--- config.mk ---
export PLATFORM = sky130hd
export DESIGN_NAME = mem_handshake_ctrl
export DESIGN_NICKNAME = d
export VERILOG_FILES = /design/src/rtl/sparc_mem_pkg.sv /design/src/rtl/mem_handshake_ctrl_wait_counter.sv /design/src/rtl/mem_handshake_ctrl.sv
export SDC_FILE = /design/constraint.sdc
export NUM_CORES = 1
export LEC_CHECK = 0
export CAP_MARGIN = 20
export CORE_ASPECT_RATIO = 1.2
export CORE_MARGIN = 5
export CORE_UTILIZATION = 34
export DETAILED_ROUTE_END_ITERATION = 8
export GPL_TIMING_DRIVEN = 0
export PLACE_DENSITY = 0.73
export RECOVER_POWER = 25
export SLEW_MARGIN = 20
export SYNTH_ARGS = -nofsm -noshare
export SYNTH_HDL_FRONTEND = slang
export SYNTH_SLANG_ARGS = --single-unit
--- constraint.sdc ---
create_clock -name clk -period 1.5 [get_ports clk]
set_clock_uncertainty 0.05 [all_clocks]
set_input_delay 0.3 -clock clk [delete_from_list [all_inputs] [get_ports clk]]
set_output_delay 0.3 -clock clk [all_outputs]
set_load 0.05 [all_outputs]
--- src/rtl/sparc_mem_pkg.sv ---
// Shared encodings for the memory handshake controller: access sizes,
// controller state codes and the alignment rule applied to every request.
package sparc_mem_pkg;

    // Access size encodings as presented by the control unit (11 acts as word).
    localparam logic [1:0] SZ_BYTE = 2'b00;
    localparam logic [1:0] SZ_HALF = 2'b01;
    localparam logic [1:0] SZ_WORD = 2'b10;

    // Controller state codes.
    localparam logic [1:0] S_IDLE   = 2'b00;
    localparam logic [1:0] S_ACCESS = 2'b01;
    localparam logic [1:0] S_DONE   = 2'b10;
    localparam logic [1:0] S_TRAP   = 2'b11;

    // A halfword must sit on an even address; a word (or reserved size)
    // must sit on a multiple of four. Bytes are always aligned.
    function automatic logic is_misaligned(input logic [1:0] sz, input logic [1:0] a_lo);
        logic bad;
        if (sz == SZ_BYTE) begin
            bad = 1'b0;
        end else if (sz == SZ_HALF) begin
            bad = a_lo[0];
        end else begin
            bad = (a_lo != 2'b00);
        end
        return bad;
    endfunction

endpackage

--- src/rtl/mem_handshake_ctrl_wait_counter.sv ---
// Loadable 4-bit down-counter that times the RAM strobe. It stops at zero
// and reports zero combinationally from its own register.
module mem_wait_counter
    import sparc_mem_pkg::*;
(
    input  logic       clk,
    input  logic       clr,
    input  logic       load_i,
    input  logic [3:0] load_val_i,
    input  logic       en_i,
    output logic       zero_o
);

    logic [3:0] count_q;
    logic [3:0] count_d;

    // Load takes priority over counting; counting saturates at zero.
    always_comb begin
        count_d = count_q;
        if (load_i) begin
            count_d = load_val_i;
        end else if (en_i && (count_q != 4'd0)) begin
            count_d = count_q - 4'd1;
        end
    end

    // Counter register with asynchronous active-low clear.
    always_ff @(posedge clk or negedge clr) begin
        if (!clr) begin
            count_q <= 4'd0;
        end else begin
            count_q <= count_d;
        end
    end

    assign zero_o = (count_q == 4'd0);

endmodule

--- src/rtl/mem_handshake_ctrl.sv ---
// Memory handshake controller: accepts a MOV/RW request from the control
// unit, latches the MAR address and size, strobes the RAM for WAIT_CYCLES
// cycles and answers with MOC using a four-phase handshake. Misaligned
// requests never reach the RAM and are answered with MOC plus a trap flag.
//
// Handshake: the control unit raises MOV and keeps it high; the controller
// raises MOC when the access (or trap) is complete and keeps it high until
// MOV is seen low, then drops MOC and returns to idle. Dropping MOV before
// MOC aborts the access. A new request needs MOV low for one sampled edge.
module mem_handshake_ctrl
    import sparc_mem_pkg::*;
#(
    parameter int WAIT_CYCLES = 2,
    parameter int ADDR_W      = 9
) (
    input  logic              clk,
    input  logic              clr,
    input  logic              MOV,
    input  logic              RW,
    input  logic [1:0]        size,
    input  logic [31:0]       addr,
    output logic              MOC,
    output logic              ram_en,
    output logic              ram_rw,
    output logic [ADDR_W-1:0] ram_addr,
    output logic [1:0]        ram_size,
    output logic              busy,
    output logic              misalign_trap
);

    // Counter reload value: the strobe lasts the load edge plus WAIT_CYCLES-1 more.
    localparam logic [3:0] LOAD_VAL = 4'(WAIT_CYCLES - 1);

    logic [1:0]        state_q, state_d;
    logic              moc_q, moc_d;
    logic              en_q, en_d;
    logic              rw_q, rw_d;
    logic [ADDR_W-1:0] addr_q, addr_d;
    logic [1:0]        size_q, size_d;
    logic              busy_q, busy_d;
    logic              trap_q, trap_d;

    logic              cnt_load;
    logic              cnt_en;
    logic              cnt_zero;

    // Upper MAR bits do not address this RAM.
    logic              unused_addr_hi;
    assign unused_addr_hi = ^addr[31:ADDR_W];

    mem_wait_counter u_wait_counter (
        .clk        (clk),
        .clr        (clr),
        .load_i     (cnt_load),
        .load_val_i (LOAD_VAL),
        .en_i       (cnt_en),
        .zero_o     (cnt_zero)
    );

    // Next-state and next-output logic; every output is computed here and registered below.
    always_comb begin
        state_d  = state_q;
        moc_d    = moc_q;
        en_d     = en_q;
        rw_d     = rw_q;
        addr_d   = addr_q;
        size_d   = size_q;
        trap_d   = trap_q;
        cnt_load = 1'b0;
        cnt_en   = 1'b0;

        case (state_q)
            S_IDLE: begin
                if (MOV) begin
                    addr_d = addr[ADDR_W-1:0];
                    rw_d   = RW;
                    size_d = size;
                    if (is_misaligned(size, addr[1:0])) begin
                        state_d = S_TRAP;
                        en_d    = 1'b0;
                    end else begin
                        state_d  = S_ACCESS;
                        en_d     = 1'b1;
                        cnt_load = 1'b1;
                    end
                end
            end
            S_ACCESS: begin
                if (!MOV) begin
                    // Abort: requester withdrew before completion.
                    state_d = S_IDLE;
                    en_d    = 1'b0;
                end else if (cnt_zero) begin
                    state_d = S_DONE;
                    en_d    = 1'b0;
                    moc_d   = 1'b1;
                end else begin
                    cnt_en = 1'b1;
                end
            end
            S_DONE: begin
                if (!MOV) begin
                    state_d = S_IDLE;
                    moc_d   = 1'b0;
                end
            end
            S_TRAP: begin
                if (!MOV) begin
                    state_d = S_IDLE;
                    moc_d   = 1'b0;
                    trap_d  = 1'b0;
                end else begin
                    moc_d  = 1'b1;
                    trap_d = 1'b1;
                end
            end
            default: begin
                state_d = S_IDLE;
                moc_d   = 1'b0;
                en_d    = 1'b0;
                trap_d  = 1'b0;
            end
        endcase

        busy_d = (state_d != S_IDLE);
    end

    // State and output registers with asynchronous active-low clear.
    always_ff @(posedge clk or negedge clr) begin
        if (!clr) begin
            state_q <= S_IDLE;
            moc_q   <= 1'b0;
            en_q    <= 1'b0;
            rw_q    <= 1'b0;
            addr_q  <= '0;
            size_q  <= 2'b00;
            busy_q  <= 1'b0;
            trap_q  <= 1'b0;
        end else begin
            state_q <= state_d;
            moc_q   <= moc_d;
            en_q    <= en_d;
            rw_q    <= rw_d;
            addr_q  <= addr_d;
            size_q  <= size_d;
            busy_q  <= busy_d;
            trap_q  <= trap_d;
        end
    end

    assign MOC           = moc_q;
    assign ram_en        = en_q;
    assign ram_rw        = rw_q;
    assign ram_addr      = addr_q;
    assign ram_size      = size_q;
    assign busy          = busy_q;
    assign misalign_trap = trap_q;

endmodule
==> impl_metrics.json <==
{
  "wl_per_cell_um": 15.6,
  "start_kind": "flip-flop",
  "ys_warn_count": 0,
  "synthDistinctLibCells": 27,
  "max_freq_ghz": 0.640,
  "synth-seq-area-share_pct": 55.9,
  "leakage_uw": 0.000673,
  "first_pass_iters": 2,
  "io_pins": 54,
  "worst_hold_path_type": "input port to flip-flop",
  "synth_top_area_share_pct": 55.9,
  "tightest_slew_ps": 557,
  "maxCapViolCount": 0,
  "clock_sinks": 22,
  "power_uw": 3070,
  "crit_fanout": 3,
  "syn_area_sq_um": 985,
  "cts_tree": "done",
  "cts_buffer_depth": 2,
  "syn_area_per_cell_sq_um": 12.8,
  "r2r_cells": 3,
  "fin_crit_ps": 1560,
  "rsz0062_at_grt": "true",
  "clkSlewWorstSetupHoldPaths_ps": 120,
  "grt_max_degree": 23,
  "n_fill_cell": 248,
  "rrSetupSlack_ps": -60,
  "status": "finished with violations",
  "hold_depth": 2,
  "row_count": 21,
  "cp.arrival_ps": 1760,
  "synth-seq-cells": 22,
  "hold_end": "busy$_DFF_PN0_",
  "viasPerCell": 5.08,
  "rr_endpoint": "u_wait_counter.count_q[3]$_DFFE_PN0P_",
  "final_layout_size_suffix_gt1_share_pct": 46.6,
  "crit_type": "flip-flop to flip-flop",
  "min_period_over_period_pct": 104,
  "violations": "negative setup slack",
  "slew_violations": 0,
  "layout_setup_ws_ps": -63.4,
  "peakVddDrop_mv": 1.06,
  "relSlewSlack_pct": 62.9,
  "ant_nets": 0,
  "synth_enable_flop_cells": 0,
  "drt_iter0_drc": 8,
  "vias": 772,
  "antenna-diode-count": 0,
  "fp.coreArea_sq_um": 2790,
  "grt.busiest_layer": "met2",
  "async_reset_ff_share_pct": 100,
  "synth_most_common_cell": "dfrtp_1",
  "grt_pass1_wl_um": 3550,
  "syn_nets": 117,
  "start_util_pct": 35.4,
  "synth.top_cells.by_count": "dfrtp_1, mux2_2, a21oi_1, o21ai_0, inv_1",
  "dp_hpwl_um": 1600,
  "wirelength_um": 2370,
  "cts_root_buffer": "clkbuf_4",
  "met1_usage_pct": 12.7,
  "antenna_found_initial": 0,
  "globalRouteOverflowTotal": 0,
  "holdWs_ps": 327,
  "synth_area_leader_cell": "dfrtp_1",
  "gp_congestion": 0.743,
  "min-delay-start": "MOV",
  "use_met2_pct": 20.7,
  "clock_latency_ps": 300,
  "fin_nets": 159,
  "htreeDepth": 1,
  "netlist_top_cells_area": "dfrtp_1, mux2_2, a21oi_1, ha_1, o21ai_0",
  "hold_viol_final": 0,
  "fin_setup_tns_ps": -63.4,
  "die_w_um": 59.1,
  "drc": 0,
  "grt.total_usage_pct": 11.4,
  "power.density_nw_per_um2": 1990,
  "synth_cells": 77,
  "area_delta_synth_final_pct": 56.5,
  "grt_pass1_vias": 810,
  "met3_usage_pct": 2.61,
  "portBuffers": 29,
  "die_area_sq_um": 4080,
  "cts_buffers": 3,
  "place_ws_ps": -152,
  "cp-end-kind": "flip-flop",
  "die_y_um": 69.0,
  "cp.required_ps": 1690,
  "ys.flop_type": "dfrtp_1",
  "reg2reg_from": "u_wait_counter.count_q[1]$_DFFE_PN0P_",
  "setup_viol": 1
}
## what timing repair did
action	4_1_cts	5_1_grt
hold buffers	0	1
buffers inserted	1	4
resized for setup	49	29
hold endpoints to repair	0	22
cloned	0	2
pin swaps	2	5
endpoints found under the setup margin	28	19
## layout by cell type, fill, tap and decap left out, drive strengths merged, types with 2 or more instances in the layout
cell            n
or3             3
ha              2
inv             4
nor2            2
mux2           13
o21ai           5
buf             8
o21a            2
dfrtp          22
nor3b           3
a21oi           5
clkbuf          7
nand3           2
clkdlybuf4s50  12
clkdlybuf4s15  16
## cells by family (layout without fill, tap and decap cells)
kind of cell,Yosys count,count (layout),share of synthesized area [%]
AO/OA/AOI/OAI,17,17,10.5
flip-flops,22,22,55.9
multiplexers,13,13,14.9
buffers and inverters,8,48,3.94
adder cells (fa/ha/maj),2,2,2.54
AND/OR/NAND/NOR,15,16,12.2
## flip-flops by register name, summed over array words and instances (netlist names)
signal,count
busy,1
misalign_trap,1
u_wait_counter.count_q,4
ram_size,2
ram_rw,1
ram_en,1
state_q,2
MOC,1
ram_addr,9
## report_power, final
part           switching [uW]  internal [uW]
clock network             174            148
registers                 163            814
logic                    1020            747
total                    1360           1710
## worst max-delay path, cell delays in order (launching register included)
cell     delay [ps]
dfrtp_1         420
or3_4           400
or4_4           490
a21oi_2         140
## per-layer routing
layer | vias to the layer above | wire [um]
li1 | 361 | -
met1 | 387 | 949
met2 | 20 | 1290
met3 | 4 | 110
met4 | 0 | 19
met5 | - | 0
## worst max path at each step
stage / end / slack, ps / cells past startpoint / start
4_1_cts: u_wait_counter.count_q[3]$_DFFE_PN0P_ / -90 / 3 / u_wait_counter.count_q[0]$_DFFE_PN0P_
3_3_place_gp: u_wait_counter.count_q[2]$_DFFE_PN0P_ / -150 / 4 / size[1]
2_1_floorplan: u_wait_counter.count_q[3]$_DFFE_PN0P_ / 10 / 5 / u_wait_counter.count_q[0]$_DFFE_PN0P_
5_1_grt: u_wait_counter.count_q[3]$_DFFE_PN0P_ / -100 / 3 / u_wait_counter.count_q[0]$_DFFE_PN0P_
6_report: u_wait_counter.count_q[3]$_DFFE_PN0P_ / -60 / 3 / u_wait_counter.count_q[1]$_DFFE_PN0P_
3_5_place_dp: u_wait_counter.count_q[2]$_DFFE_PN0P_ / -150 / 4 / size[1]
## layout make-up
type / count / area [sq um] / share of cell area [%]
sequential: 22 / 552 / 35.8
multi-input combinational: 48 / 485 / 31.5
timing repair buffer: 36 / 380 / 24.7
tap: 34 / 42.5 / 2.76
clock buffer: 4 / 36.3 / 2.35
buffer: 4 / 30.0 / 1.95
inverter: 4 / 15.0 / 0.974
## stage by stage
step	instance area, sq um	std cells	utilization, %
floorplan	991	77	-
global placement	1320	140	47.5
detailed placement	1320	140	47.5
CTS	1390	145	50.0
global route	1540	152	55.3
finish	1540	152	55.3
Note: power is estimated with default switching activity, not from simulation.
